$ cat config.mk
export PLATFORM = sky130hd
export DESIGN_NAME = pwm_audio_ctrl
export DESIGN_NICKNAME = d
export VERILOG_FILES = /design/src/rtl/pwm_audio_ctrl.sv
export SDC_FILE = /design/constraint.sdc
export NUM_CORES = 1
export LEC_CHECK = 0
export BUFFER_PORTS_ARGS = -buffer_cell sky130_fd_sc_hd__clkbuf_2
export CAP_MARGIN = 10
export CORE_MARGIN = 3
export CORE_UTILIZATION = 50
export DETAILED_ROUTE_END_ITERATION = 8
export GPL_TIMING_DRIVEN = 0
export HOLD_SLACK_MARGIN = 0.15
export PLACE_DENSITY_LB_ADDON = 0.05
export RECOVER_POWER = 25
export SLEW_MARGIN = 20
export SYNTH_ARGS = -nofsm -noshare
export SYNTH_HDL_FRONTEND = slang
export SYNTH_SLANG_ARGS = --single-unit
$ cat constraint.sdc
create_clock -name clk -period 5.5 [get_ports clk]
set_input_delay 1.1 -clock clk [delete_from_list [all_inputs] [get_ports clk]]
set_output_delay 1.1 -clock clk [all_outputs]
set_load 0.1 [all_outputs]
$ cat src/rtl/pwm_audio_ctrl.sv
// pwm_audio_ctrl: bus-mapped packer that feeds 8-bit PCM samples to the
// PWM FIFO from 32-bit words, with CTRL/STATUS, sample count and irq.
// Ports: clk/resetn (sync, active-low); valid_i/ready_o/addr_i/wr_i/
// wdata_i/wstrb_i/rdata_o bus; pcm_o/we_o/fifo_full_i FIFO; irq_o level.
module pwm_audio_ctrl #(
  parameter int CNT_W = 16
) (
  input  logic        clk,
  input  logic        resetn,
  input  logic        valid_i,
  output logic        ready_o,
  input  logic [1:0]  addr_i,
  input  logic        wr_i,
  input  logic [31:0] wdata_i,
  input  logic [3:0]  wstrb_i,
  output logic [31:0] rdata_o,
  output logic [7:0]  pcm_o,
  output logic        we_o,
  input  logic        fifo_full_i,
  output logic        irq_o
);

  typedef enum logic {
    IDLE,
    PUSH
  } state_t;

  state_t             state_q;
  state_t             state_d;
  logic [1:0]         idx_q;
  logic [31:0]        data_q;
  logic [3:0]         mask_q;
  logic               enable_q;
  logic               irq_en_q;
  logic               irq_pend_q;
  logic [CNT_W-1:0]   cnt_q;
  logic               ready_q;
  logic [31:0]        rdata_q;

  logic               in_push;
  logic               stall;
  logic               acc;
  logic               wr_data;
  logic               wr_ctrl;
  logic               wr_stat;
  logic               load;
  logic               cur_m;
  logic               adv;
  logic               done;
  logic               abort;
  logic               irq_set;
  logic [31:0]        status;
  logic [31:0]        rd_val;

  assign in_push = (state_q == PUSH);

  // A new DATA word must wait until the current one is fully consumed.
  assign stall   = in_push && (addr_i == 2'd0) && wr_i;
  // ready_o is a single-cycle pulse, so the held request is not re-taken.
  assign acc     = valid_i && !ready_q && !stall;
  assign wr_data = acc && wr_i && (addr_i == 2'd0);
  assign wr_ctrl = acc && wr_i && (addr_i == 2'd1);
  assign wr_stat = acc && wr_i && (addr_i == 2'd2);
  assign load    = wr_data && enable_q && (wstrb_i != 4'd0);

  assign cur_m   = mask_q[idx_q];
  assign we_o    = in_push && cur_m && !fifo_full_i;
  assign pcm_o   = in_push ? data_q[{idx_q, 3'b000} +: 8] : 8'd0;
  assign adv     = in_push && (!cur_m || !fifo_full_i);
  assign done    = adv && (idx_q == 2'd3);
  assign abort   = in_push &&
                   (!enable_q || (wr_ctrl && !wdata_i[0]));
  assign irq_set = done && !abort;

  assign irq_o   = irq_pend_q && irq_en_q;
  assign ready_o = ready_q;
  assign rdata_o = rdata_q;

  always_comb begin
    status = '0;
    status[0] = in_push;
    status[1] = fifo_full_i;
    status[2] = irq_pend_q;
    status[16 +: CNT_W] = cnt_q;
  end

  always_comb begin
    rd_val = '0;
    case (addr_i)
      2'd1:    rd_val = {30'd0, irq_en_q, enable_q};
      2'd2:    rd_val = status;
      default: rd_val = '0;
    endcase
  end

  always_comb begin
    state_d = state_q;
    case (state_q)
      IDLE: if (load) state_d = PUSH;
      PUSH: if (abort || done) state_d = IDLE;
      default: state_d = IDLE;
    endcase
  end

  always_ff @(posedge clk) begin
    if (!resetn) state_q <= IDLE;
    else         state_q <= state_d;
  end

  always_ff @(posedge clk) begin
    if (!resetn) begin
      idx_q      <= '0;
      data_q     <= '0;
      mask_q     <= '0;
      enable_q   <= 1'b0;
      irq_en_q   <= 1'b0;
      irq_pend_q <= 1'b0;
      cnt_q      <= '0;
      ready_q    <= 1'b0;
      rdata_q    <= '0;
    end else begin
      ready_q <= acc;
      rdata_q <= (acc && !wr_i) ? rd_val : 32'd0;
      if (load) begin
        data_q <= wdata_i;
        mask_q <= wstrb_i;
        idx_q  <= '0;
      end else if (in_push && state_d == IDLE) begin
        idx_q  <= '0;
      end else if (adv) begin
        idx_q  <= idx_q + 2'd1;
      end
      cnt_q <= cnt_q + {{(CNT_W-1){1'b0}}, we_o};
      if (wr_ctrl) begin
        enable_q <= wdata_i[0];
        irq_en_q <= wdata_i[1];
      end
      if (irq_set)
        irq_pend_q <= 1'b1;
      else if (wr_stat && wdata_i[2])
        irq_pend_q <= 1'b0;
    end
  end

endmodule

Word level (Yosys, flattened, before mapping)
Cells that the tools add are included.
{"block": "classes", "addsub": 2, "n_lt_le_gt_ge": 1, "n_eq_ne": 3, "n_shift": 1, "n_mux": 9, "bitwise": 3, "n_reduce_logical": 37}
{"operator": "32-bit case mux with 2 select lines", "n": 1}
{"operator": "32-bit by 6-bit indexed part select with 8-bit output", "n": 1}
{"operator": "1-bit logical AND", "n": 21}
{"operator": "16-bit by 1-bit adder with 16-bit output", "n": 1}
{"operator": "1-bit logical NOT", "n": 8}
{"operator": "8-bit two-way mux", "n": 1}
{"operator": "1-bit two-way mux", "n": 5}
{"operator": "2-bit equality test (second input constant)", "n": 2}
{"operator": "4-bit nonzero test", "n": 1}
{"operator": "1-bit logical OR", "n": 3}
{"operator": "2-bit by 3-bit less-than comparator with 1-bit output (second input constant)", "n": 1}
{"operator": "1-bit inverter", "n": 3}
{"operator": "3-bit OR reduction", "n": 1}
{"operator": "2-bit by 1-bit adder with 2-bit output (second input constant)", "n": 1}
{"operator": "1-bit binary-select mux with 2-bit select", "n": 1}
{"operator": "2-bit by 1-bit equality test with 1-bit output (second input constant)", "n": 1}
{"operator": "2-bit logical NOT", "n": 1}
{"operator": "1-bit case mux with 2 select lines", "n": 1}
{"operator": "2-bit AND reduction", "n": 1}
{"operator": "2-bit nonzero test", "n": 1}
{"block": "word_totals", "ff_bits": 91, "in_bits": 43, "output_inout_bits": 43, "word_cells": 66}

Logic depth before layout (Yosys ltp)
{"block": "logic_depth", "word_depth": 16, "ltp_mapped": 10, "depth_no_buf": 9}

Worst setup path after synthesis
No wires, ideal clock.
{"block": "synth_timing", "path_kind": "input to register", "startpoint": "input fifo_full_i", "endpoint": "register cnt_q[10]", "setup_ns": 0.115, "arrival_ns": 7.382, "t_required_ns": 5.385, "slack_ns": -1.997, "path_stages": 7, "path_buffers": 0, "cell_sequence": "a2111oi_0 -> ha_1 -> ha_1 -> nand2_1 -> nor3b_1 -> xor2_1 -> and2_1"}
{"block": "synth_between", "elab_chain_len": 3}
{"item": "start: declaration", "line": "19", "rtl": "input logic fifo_full_i,"}
{"item": "1-bit logical NOT", "line": "67", "rtl": "assign we_o = in_push && cur_m && !fifo_full_i;"}
{"item": "1-bit logical AND", "line": "67"}
{"item": "16-bit by 1-bit adder with 16-bit output", "line": "133", "rtl": "cnt_q <= cnt_q + {{(CNT_W-1){1'b0}}, we_o};"}
{"item": "end signal: assignment", "line": "133"}
{"item": "end: declaration", "line": "36", "rtl": "logic [CNT_W-1:0] cnt_q;"}
Every way passes these cells.
A chain may end at the register's enable or synchronous reset.

Worst setup path in the final report
{"block": "layout_timing", "startpoint": "register idx_q[1]", "endpoint": "output we_o"}
{"block": "layout_between", "elab_chain_len": 4}
{"item": "start: declaration", "line": "30", "rtl": "logic [1:0] idx_q;"}
{"item": "start signal: assignment", "line": "131", "rtl": "idx_q <= idx_q + 2'd1;"}
{"item": "1-bit binary-select mux with 2-bit select", "line": "66", "rtl": "assign cur_m = mask_q[idx_q];"}
{"item": "1-bit two-way mux (implied by the code)", "line": "66"}
{"item": "1-bit logical AND (2 in series)", "line": "67"}
{"item": "end: declaration", "line": "18", "rtl": "output logic we_o,"}
Every way passes these cells. The select of a mux whose other input is x is not followed.

==> out/metrics.cfg <==
[outcome]
status = complete, but fails checks
violations = capacitance limit, slew limit

[power]
switching_share_pct = 23.1
p_total_mw = 1.21
vdd.ir_drop.worst_mv = 0.156
leakagePower_nw = 1.85
p_clk_share_pct = 44.5
powerDensity_mw_per_mm2 = 273
internal-power_uw = 931
pwr-share-seq_pct = 46.8
p_comb_share_pct = 8.7
p_sw_uw = 280

[timing]
fmax_ghz = 0.264
min_period_ns = 3.79
fin_crit_sh_pct = 68.9
finClkSkew_ns = 0.00491
slew_headroom_pct = -33.5
fin_tns_setup_ns = 0
rsz0062_at_grt = false
worstMarginPinSlew_ns = 1.98
timing_hold_violations_final = 0
slew_viol_final = 11
setup_viol = 0

[logic_synthesis]
synth_cell_types = 49
ys_seq_area_share_pct = 42.4
synth_area_leader_cell = dfxtp_1
synth_flop_cell = dfxtp_1
syn_inst = 376
yosys_warnings = 0
avgSynthCellArea_um2 = 9.79
synth_seq_cells = 78
yosysTopAreaCellShare_pct = 42.4
synth_area_leaders = dfxtp_1 42%, a21boi_2 7.3%, nand3_1 6.3%
syn_area_mm2 = 0.00368
synth-edff-count = 0
async_flop_share_pct = 0

[flow_run]
drv_cap = 1

[place]
gp_congestion = 0.818
io_buffers = 72
hpwl_mm = 6.44
place_area_mm2 = 0.00421

[routing]
drt-initial-drc-count = 185
dr_total_vias = 2992
postRouteAntennaNets = 0
viasPerCell = 5.24
wire_per_inst_um = 15.4
drt-total-wl_mm = 8.80
drt_pass1_iterations = 4
drc_errors = 0

[clocking]
cts_resized = 0
clkTransAtPathRegs_ns = 0.08
cts_setup_buffers = 0
clk-insertion-delay-late_ns = 0.35
cts_tree = done
holdBufCountCts = 0
clock-root-buffer = clkbuf_8
cts_buffer_depth = 2
h-tree-depth = 3
cts.sinks = 78
cts_buffers = 9

[setup_path]
startpoint_type = register
required_ns = 4.40
crit_arrival_ns = 2.69
endpoint_kind = output pin
worst-path-max-fanout = 10
critPathKind = register to output pin

[die]
num_io_pins = 86
core_area_mm2 = 0.00698
die_w_um = 91.8
start_util_pct = 52.7
die_area_mm2 = 0.00843
die_y_um = 91.8
rows = 30

[global_routing]
grt_pass1_wl_mm = 14.3
grt_max_degree = 13
grt_usage_pct = 21.7
grt_pass1_vias = 2825
antenna_found_initial = 0
grt_overflow = 0

[finish]
fin_area_mm2 = 0.00443
drive_gt1_share_pct = 31.2
final_common_cell = dfxtp_1
final_cell_mix = 78 x dfxtp_1, 71 x clkbuf_2, 46 x nand3_1, 28 x o21ai_1, 24 x a21boi_2
synthToLayoutAreaGrowth_pct = 20.3
postLayoutCoreUtil_pct = 63.4
fillers = 631
diodes = 0
layout.nets = 520

[worst_hold_path]
worstHoldPathType = register to register

## cells in the mapped netlist, types with 8 or more instances
library cell,count
and3_1,21
clkbuf_1,11
dfxtp_1,78
o21ai_0,8
nand3_1,46
a21boi_2,24
nand2_1,15
buf_4,15
o21ai_1,29
a21boi_0,9
and2_1,22
## flip-flops by register name (all words and copies together) (netlist names)
name,count
irq_pend_q,1
data_q,32
cnt_q,16
ready_o,1
enable_q,1
in_push,1
idx_q,2
mask_q,4
irq_en_q,1
rdata_o,19
## power by group through the flow
stage               Combinational, mW  Clock (mW)  Sequential (mW)
finish                          0.106       0.538            0.566
global placement                0.107           0            0.579
CTS                             0.107       0.546            0.566
global route                    0.113       0.570            0.566
detailed placement              0.107           0            0.579
floorplan                      0.0734           0            0.582
## path summary, 6_finish.rpt
kind                                         startpoint                      end  slack (ns)  cells past startpoint
worst min register to register  data_q[12]$_SDFFE_PN0P_  data_q[12]$_SDFFE_PN0P_        0.48                      2
worst min-delay path            data_q[12]$_SDFFE_PN0P_  data_q[12]$_SDFFE_PN0P_        0.48                      2
worst max register to register    idx_q[1]$_SDFFE_PP0P_     cnt_q[14]$_SDFF_PN0_        2.33                      9
worst max-delay path              idx_q[1]$_SDFFE_PP0P_                     we_o        1.71                      5
## layer usage
layer	up-vias	wire length, um	global-route usage, %
li1	1501	-	-
met1	1396	4340	31.4
met2	88	3840	32.2
met3	7	539	5.74
met4	0	83	5.32
met5	-	0	0
## logic make-up after synthesis
logic type	synth area share, %
buffers and inverters	7.48
multiplexers	6.93
AO/OA/AOI/OAI	19.8
other	0.102
AND/OR/NAND/NOR	18.8
XOR/XNOR	2.38
flip-flops	42.4
adder cells (fa/ha/maj)	2.04
## stage by stage
| step | cells | setup slack [ns] | hold WS (ns) |
|---|---|---|---|
| CTS | 571 | 2.08 | 0.472 |
| floorplan | 388 | 1.19 | 0.438 |
| finish | 571 | 1.71 | 0.478 |
| global placement | 556 | 2.20 | 0.445 |
| detailed placement | 556 | 2.19 | 0.460 |
| global route | 571 | 1.53 | 0.502 |
## worst max-delay path: stages, from the launching register on
cell and delay [ns]:
dfxtp_1 0.42, buf_4 0.24, mux2_2 0.19, nor2_1 0.04, a2111oi_0 0.85, clkbuf_2 0.60
## area by class of cell
cell class	count	area (um^2)	area share, %
Sequential cell	78	1560	35.3
Buffer	40	245	5.54
Clock buffer	12	165	3.73
Timing Repair Buffer	72	355	8.02
Inverter	7	26.3	0.593
Tap cell	96	120	2.71
Multi-Input combinational cell	263	1870	42.1
Clock inverter	3	90.1	2.03
Note: power is estimated with default switching activity, not from simulation.
